[src/rtl/pipe_run_ctrl_if.sv]
// Board-side and core-side signals of the run/step controller.
// master = the controller, slave = the switches/buttons and the CPU core around it.
interface pipe_run_ctrl_if;
  logic [2:0]  pro_reset;
  logic        run_mode;
  logic        step_btn;
  logic        halt_req;
  logic        cpu_en;
  logic        cpu_rst;
  logic [11:0] prog_base;
  logic        halted;
  logic [2:0]  state;
  logic [31:0] cycle_cnt;

  modport master (
    input  pro_reset, run_mode, step_btn, halt_req,
    output cpu_en, cpu_rst, prog_base, halted, state, cycle_cnt
  );

  modport slave (
    output pro_reset, run_mode, step_btn, halt_req,
    input  cpu_en, cpu_rst, prog_base, halted, state, cycle_cnt
  );
endinterface

[src/rtl/pipe_run_ctrl.sv]
// Run/step controller for the pipelined CPU core: clock-enable, pipeline flush,
// program select, free-run / debounced single-step and halt handling.
module pipe_run_ctrl #(
  parameter int unsigned DEBOUNCE_CYCLES = 16,
  parameter int unsigned FLUSH_CYCLES    = 5,
  parameter logic [11:0] PROG_STRIDE     = 12'h100
) (
  input  logic            clk,
  input  logic            RST,
  pipe_run_ctrl_if.master bus
);

  localparam int unsigned DW = (DEBOUNCE_CYCLES > 1) ? $clog2(DEBOUNCE_CYCLES) : 1;
  localparam int unsigned FW = (FLUSH_CYCLES > 1) ? $clog2(FLUSH_CYCLES) : 1;
  localparam logic [DW-1:0] DB_MAX  = DW'(DEBOUNCE_CYCLES - 1);
  localparam logic [FW-1:0] FL_INIT = FW'(FLUSH_CYCLES - 1);

  typedef enum logic [2:0] {
    FLUSH      = 3'd0,
    RUN        = 3'd1,
    STEP_WAIT  = 3'd2,
    STEP_PULSE = 3'd3,
    HALTED     = 3'd4
  } state_e;

  logic [2:0]    pro_s1_q, pro_s2_q, pro_prev_q;
  logic          run_s1_q, run_s2_q;
  logic          step_s1_q, step_s2_q;
  logic [DW-1:0] db_cnt_q, db_cnt_d;
  logic          db_lvl_q, db_lvl_d;
  logic          step_evt_q, step_evt_d;
  logic          prog_change;

  state_e        st_q;
  logic [FW-1:0] fl_q;
  logic          cpu_en_q, cpu_rst_q, halted_q;
  logic [11:0]   prog_base_q;
  logic [31:0]   cycle_q;

  always_ff @(posedge clk or posedge RST) begin
    if (RST) begin
      pro_s1_q   <= '0;
      pro_s2_q   <= '0;
      pro_prev_q <= '0;
      run_s1_q   <= 1'b0;
      run_s2_q   <= 1'b0;
      step_s1_q  <= 1'b0;
      step_s2_q  <= 1'b0;
      db_cnt_q   <= '0;
      db_lvl_q   <= 1'b0;
      step_evt_q <= 1'b0;
    end else begin
      pro_s1_q   <= bus.pro_reset;
      pro_s2_q   <= pro_s1_q;
      pro_prev_q <= pro_s2_q;
      run_s1_q   <= bus.run_mode;
      run_s2_q   <= run_s1_q;
      step_s1_q  <= bus.step_btn;
      step_s2_q  <= step_s1_q;
      db_cnt_q   <= db_cnt_d;
      db_lvl_q   <= db_lvl_d;
      step_evt_q <= step_evt_d;
    end
  end

  // Counter only advances while the synced button disagrees with the accepted level;
  // any return to agreement restarts the stability window.
  always_comb begin
    db_cnt_d   = '0;
    db_lvl_d   = db_lvl_q;
    step_evt_d = 1'b0;
    if (step_s2_q != db_lvl_q) begin
      if (db_cnt_q == DB_MAX) begin
        db_lvl_d   = step_s2_q;
        step_evt_d = step_s2_q;
      end else begin
        db_cnt_d = db_cnt_q + DW'(1);
      end
    end
  end

  assign prog_change = (pro_s2_q != pro_prev_q);

  always_ff @(posedge clk or posedge RST) begin
    if (RST) begin
      st_q        <= FLUSH;
      fl_q        <= FL_INIT;
      cpu_en_q    <= 1'b0;
      cpu_rst_q   <= 1'b1;
      halted_q    <= 1'b0;
      prog_base_q <= '0;
      cycle_q     <= '0;
    end else begin
      if (cpu_en_q && (cycle_q != '1)) cycle_q <= cycle_q + 32'd1;

      // Program change overrides every state transition, including halt and step.
      if (prog_change) begin
        st_q        <= FLUSH;
        fl_q        <= FL_INIT;
        cycle_q     <= '0;
        halted_q    <= 1'b0;
        cpu_en_q    <= 1'b0;
        cpu_rst_q   <= 1'b1;
        prog_base_q <= 12'({9'd0, pro_s2_q} * PROG_STRIDE);
      end else begin
        case (st_q)
          FLUSH: begin
            cpu_en_q  <= 1'b0;
            cpu_rst_q <= 1'b1;
            if (fl_q == '0) begin
              cpu_rst_q <= 1'b0;
              if (run_s2_q) begin
                st_q     <= RUN;
                cpu_en_q <= 1'b1;
              end else begin
                st_q <= STEP_WAIT;
              end
            end else begin
              fl_q <= fl_q - FW'(1);
            end
          end
          RUN: begin
            if (bus.halt_req) begin
              st_q     <= HALTED;
              cpu_en_q <= 1'b0;
              halted_q <= 1'b1;
            end else if (!run_s2_q) begin
              st_q     <= STEP_WAIT;
              cpu_en_q <= 1'b0;
            end else begin
              cpu_en_q <= 1'b1;
            end
          end
          STEP_WAIT: begin
            if (run_s2_q) begin
              st_q     <= RUN;
              cpu_en_q <= 1'b1;
            end else if (step_evt_q) begin
              st_q     <= STEP_PULSE;
              cpu_en_q <= 1'b1;
            end else begin
              cpu_en_q <= 1'b0;
            end
          end
          STEP_PULSE: begin
            if (bus.halt_req) begin
              st_q     <= HALTED;
              cpu_en_q <= 1'b0;
              halted_q <= 1'b1;
            end else if (run_s2_q) begin
              st_q     <= RUN;
              cpu_en_q <= 1'b1;
            end else begin
              st_q     <= STEP_WAIT;
              cpu_en_q <= 1'b0;
            end
          end
          HALTED: begin
            cpu_en_q <= 1'b0;
            halted_q <= 1'b1;
          end
          default: begin
            st_q      <= FLUSH;
            fl_q      <= FL_INIT;
            cpu_en_q  <= 1'b0;
            cpu_rst_q <= 1'b1;
          end
        endcase
      end
    end
  end

  assign bus.cpu_en    = cpu_en_q;
  assign bus.cpu_rst   = cpu_rst_q;
  assign bus.prog_base = prog_base_q;
  assign bus.halted    = halted_q;
  assign bus.state     = st_q;
  assign bus.cycle_cnt = cycle_q;

endmodule

[src/flat_wrapper.sv]
// flat-port wrapper written by rule: the top's interface ports become plain ports
module pipe_run_ctrl_flat 
#(
  parameter int unsigned DEBOUNCE_CYCLES = 16,
  parameter int unsigned FLUSH_CYCLES    = 5,
  parameter logic [11:0] PROG_STRIDE     = 12'h100
)
  (clk, RST, bus_pro_reset, bus_run_mode, bus_step_btn, bus_halt_req, bus_cpu_en, bus_cpu_rst, bus_prog_base, bus_halted, bus_state, bus_cycle_cnt);
  pipe_run_ctrl_if bus_i ();
  input  logic clk;
  input  logic RST;
  input wire logic [$bits(bus_i.pro_reset)-1:0] bus_pro_reset;
  input wire logic [$bits(bus_i.run_mode)-1:0] bus_run_mode;
  input wire logic [$bits(bus_i.step_btn)-1:0] bus_step_btn;
  input wire logic [$bits(bus_i.halt_req)-1:0] bus_halt_req;
  output wire logic [$bits(bus_i.cpu_en)-1:0] bus_cpu_en;
  output wire logic [$bits(bus_i.cpu_rst)-1:0] bus_cpu_rst;
  output wire logic [$bits(bus_i.prog_base)-1:0] bus_prog_base;
  output wire logic [$bits(bus_i.halted)-1:0] bus_halted;
  output wire logic [$bits(bus_i.state)-1:0] bus_state;
  output wire logic [$bits(bus_i.cycle_cnt)-1:0] bus_cycle_cnt;
  assign bus_i.pro_reset = bus_pro_reset;
  assign bus_i.run_mode = bus_run_mode;
  assign bus_i.step_btn = bus_step_btn;
  assign bus_i.halt_req = bus_halt_req;
  assign bus_cpu_en = bus_i.cpu_en;
  assign bus_cpu_rst = bus_i.cpu_rst;
  assign bus_prog_base = bus_i.prog_base;
  assign bus_halted = bus_i.halted;
  assign bus_state = bus_i.state;
  assign bus_cycle_cnt = bus_i.cycle_cnt;
  pipe_run_ctrl #(.DEBOUNCE_CYCLES(DEBOUNCE_CYCLES), .FLUSH_CYCLES(FLUSH_CYCLES), .PROG_STRIDE(PROG_STRIDE)) u_core (.clk(clk), .RST(RST), .bus(bus_i));
endmodule
[config.mk]
export PLATFORM = sky130hd
export DESIGN_NAME = pipe_run_ctrl_flat
export DESIGN_NICKNAME = d
export VERILOG_FILES = /design/src/rtl/pipe_run_ctrl_if.sv /design/src/rtl/pipe_run_ctrl.sv /design/src/flat_wrapper.sv
export SDC_FILE = /design/constraint.sdc
export NUM_CORES = 1
export LEC_CHECK = 0
export CORE_ASPECT_RATIO = 0.9
export CORE_UTILIZATION = 47
export DETAILED_ROUTE_END_ITERATION = 10
export HOLD_SLACK_MARGIN = 0.02
export PLACE_DENSITY = 0.78
export SYNTH_ARGS = -nofsm -noshare
export SYNTH_HDL_FRONTEND = slang
export SYNTH_SLANG_ARGS = --single-unit
[constraint.sdc]
create_clock -name clk -period 2.05 [get_ports clk]
set_input_delay 0.205 -clock clk [delete_from_list [all_inputs] [get_ports clk]]
set_output_delay 0.205 -clock clk [all_outputs]
set_load 0.02 [all_outputs]
==> reports/metrics.cfg <==
[placement]
io_buffers = 48
place_inst = 479
place.gp.congestion = 0.815
dp_hpwl_um = 5290

[clock_network]
cts_tree = done
cts_buffers = 9
clock-root-buffer = clkbuf_8
cts_buffer_depth = 2
path_clk_slew_ns = 0.07
hold_buffers = 0
insertion_delay_ns = 0.34
h-tree-depth = 3
cts.sinks = 63

[synth]
yosys.area_share.adder_pct = 1.61
synthArstFlopShare_pct = 100
synthSimpleGateAreaFrac_pct = 25.7
yosys.area.top_type_share_pct = 49.0
synth_edf_count = 0
netlist_instances = 319
synthMuxAreaShare_pct = 0.682
synth_compound_area_share_pct = 14.8
synth_top_family_by_area = simple AND/OR/NAND/NOR gates
yosys-top-cells-area = dfrtp_1 (49%), a21oi_1 (5.6%), nand2_1 (3.5%)
yosys.area.top_type = dfrtp_1
synth.distinct_cells = 48
ys_seq_area_share_pct = 50.7
synth_xor_xnor_area_share_pct = 1.97
synthesis.area_mm2 = 0.00312
ys_seq_elements = 63
synth_ff_type = dfrtp_1
synth_warnings = 0
synth.avg_cell_area_um2 = 9.77

[floorplan]
initial_core_util_pct = 49.9
core_region_area_mm2 = 0.00625
die_y_um = 79.3
dieArea_mm2 = 0.00696
ioPinCount = 58
dieWidth_um = 87.8
row_count = 27

[power_and_ir_drop]
ir_worst_vdd_v = 0.000527
p_leak_nw = 1.68
p_per_area_mw_per_mm2 = 617

[timing]
fin_crit_sh_pct = 96.6
finalCriticalPeriod_ns = 1.98
rsz0062_at_grt = true
fmax_ghz = 0.505
final_max_slew_viol_count = 0
tns_ns = 0
slew_headroom_pct = 60.6
hold_violations = 0
setup_violations = 0
skew_ns = 0.00301
worst_pin_slew_ns = 0.588
finalHoldWorstSlack_ns = 0.141

[detailed_routing]
drt_iter0_drc = 139
wl_per_cell_um = 15.1
antenna_left = 0
wl_um = 7510
first_pass_iters = 4
drc = 0
via_per_inst = 5.78
vias = 2873

[grt]
grt_start_max_net_pins = 36
grtUsageTotal_pct = 24.1
grt_overflow = 0
grt_pass1_vias = 2739
grt_pass1_wl_um = 12700
antenna_found_initial = 0

[critical_path]
worstSetupPathType = reg -> reg
cp.required_ns = 2.32
cp_max_fo = 7
cp.arrival_ns = 2.25
startpoint_type = flip-flop
end_kind = flip-flop

[final_layout]
ff_latch_area_mm2 = 0.00158
nets = 417
final_cells = 497
fillers = 515
multi_input_area_mm2 = 0.00149
area_growth_pct = 34.2
final_util_pct = 66.9
layout-drive-gt1-share_pct = 18.3
antenna_cells = 0

[hold_path]
hold_path.class = in -> async

[job]
maxCapViolCount = 0

[status]
status = finished clean

[where the power goes]
part	switching (mW)	total, mW	internal [mW]
clock network	0.486	1.08	0.592
registers	0.0222	1.30	1.28
logic	0.125	0.203	0.0785
total	0.632	2.58	1.95
[cell usage in the layout (no fill, tap or decap), types with 2 or more instances in the layout]
cell	instances
dfrtp_1	59
clkdlybuf4s50_1	48
buf_4	37
a21oi_1	34
nand2_1	28
o21ai_0	21
nand3_1	17
or3_1	16
nor2_1	15
nand4_1	11
clkbuf_8	10
conb_1	9
o31ai_1	7
or4_1	7
inv_1	6
xnor2_1	6
nor3_1	6
and3_1	5
and4_1	3
and2_1	3
nor4_1	3
o21a_1	3
nor2b_1	3
nor3b_1	3
or4_2	3
ha_1	3
clkinvlp_4	3
nor4_4	2
o31a_1	2
a31oi_1	2
nand2b_1	2
a2bb2oi_1	2
dfstp_2	2
dfrtp_2	2
[kinds of logic after synthesis]
| logic type | count (synthesis) |
|---|---|
| AND/OR/NAND/NOR | 137 |
| AO/OA/AOI/OAI | 79 |
| flip-flops | 63 |
| buffers and inverters | 26 |
| XOR/XNOR | 7 |
| adder cells (fa/ha/maj) | 4 |
| multiplexers | 2 |
| other | 1 |
[critical path: stages, from the launching register on]
cell and delay, ns:
dfrtp_2 0.39, ha_4 0.15, nand4_4 0.14, or2_0 0.24, a2111o_1 0.46, or3_4 0.40
a21oi_2 0.13
[layer usage]
metal / global-route usage (%) / wire [um]
met1: 30.6 / 3280
met2: 38.6 / 3670
met3: 6.44 / 381
met4: 10.0 / 178
met5: 0 / 0
[area by class of cell]
type                       count  area share, %
inverter                       7          0.628
tap                           87           2.60
clock buffer                  11           3.38
clock inverter                 5           1.38
sequential                    63           37.8
multi-input combinational    238           35.6
timing repair buffer          86           18.6
[sequential cells by signal, indices dropped and copies added, names as in the netlist]
register,count
u_core.bus.cycle_cnt,32
u_core.db_cnt_q,4
u_core.bus.prog_base,3
u_core.bus.state,3
u_core.fl_q,3
u_core.pro_prev_q,3
u_core.pro_s1_q,3
u_core.pro_s2_q,3
u_core.bus.cpu_en,1
u_core.bus.cpu_rst,1
u_core.bus.halted,1
u_core.db_lvl_q,1
u_core.run_s1_q,1
u_core.run_s2_q,1
u_core.step_evt_q,1
u_core.step_s1_q,1
u_core.step_s2_q,1
[cell usage after synthesis, types with 2 or more instances]
master,number
o31a_1,2
or3_1,17
nor3b_1,3
or4_2,3
a2bb2oi_1,2
nand2b_1,2
dfrtp_1,61
inv_1,7
a31o_2,2
o21a_1,3
o21ai_0,21
nor3_1,6
buf_4,11
o31ai_1,7
nand3_1,17
and2_1,3
nand4_1,11
nor2_1,15
clkbuf_1,8
nor4_1,3
xnor2_1,6
ha_1,4
and4_1,3
nor4_2,2
or4_1,7
and3_1,5
a21oi_1,35
dfstp_2,2
nand2_1,29
a31oi_1,2
nor2b_1,3
[per-stage QoR]
step | power (mW) | area (um2) | worst slack [ns]
floorplan | 1.46 | 3160 | 0.00840
global placement | 1.52 | 3920 | 0.0434
detailed placement | 1.52 | 3920 | -0.0413
CTS | 2.61 | 4130 | 0.0110
global route | 2.69 | 4180 | -0.0177
finish | 2.58 | 4180 | 0.0694
[path summary, 6_finish.rpt]
kind | start | to | slack [ns] | depth (start not counted)
worst max-delay path | u_core.bus.cycle_cnt[0]$_DFFE_PP0P_ | u_core.bus.cycle_cnt[20]$_DFFE_PP0P_ | 0.07 | 6
worst min-delay path | RST | u_core.db_cnt_q[1]$_DFF_PP0_ | 0.14 | 2
worst max register to register | u_core.bus.cycle_cnt[0]$_DFFE_PP0P_ | u_core.bus.cycle_cnt[20]$_DFFE_PP0P_ | 0.07 | 6
worst min register to register | u_core.step_s1_q$_DFF_PP0_ | u_core.step_s2_q$_DFF_PP0_ | 0.35 | 0
max in group asynchronous | RST | u_core.bus.cycle_cnt[19]$_DFFE_PP0P_ | 1.40 | 3
min in group clk | bus_step_btn | u_core.step_s1_q$_DFF_PP0_ | 0.30 | 1
[timing repair]
action                                  CTS  global route
pin swaps                                 0             6
endpoints found under the setup margin    7            15
gates resized for setup                   1             6
setup buffers                             0             2
(Power assumes the default switching activity.)
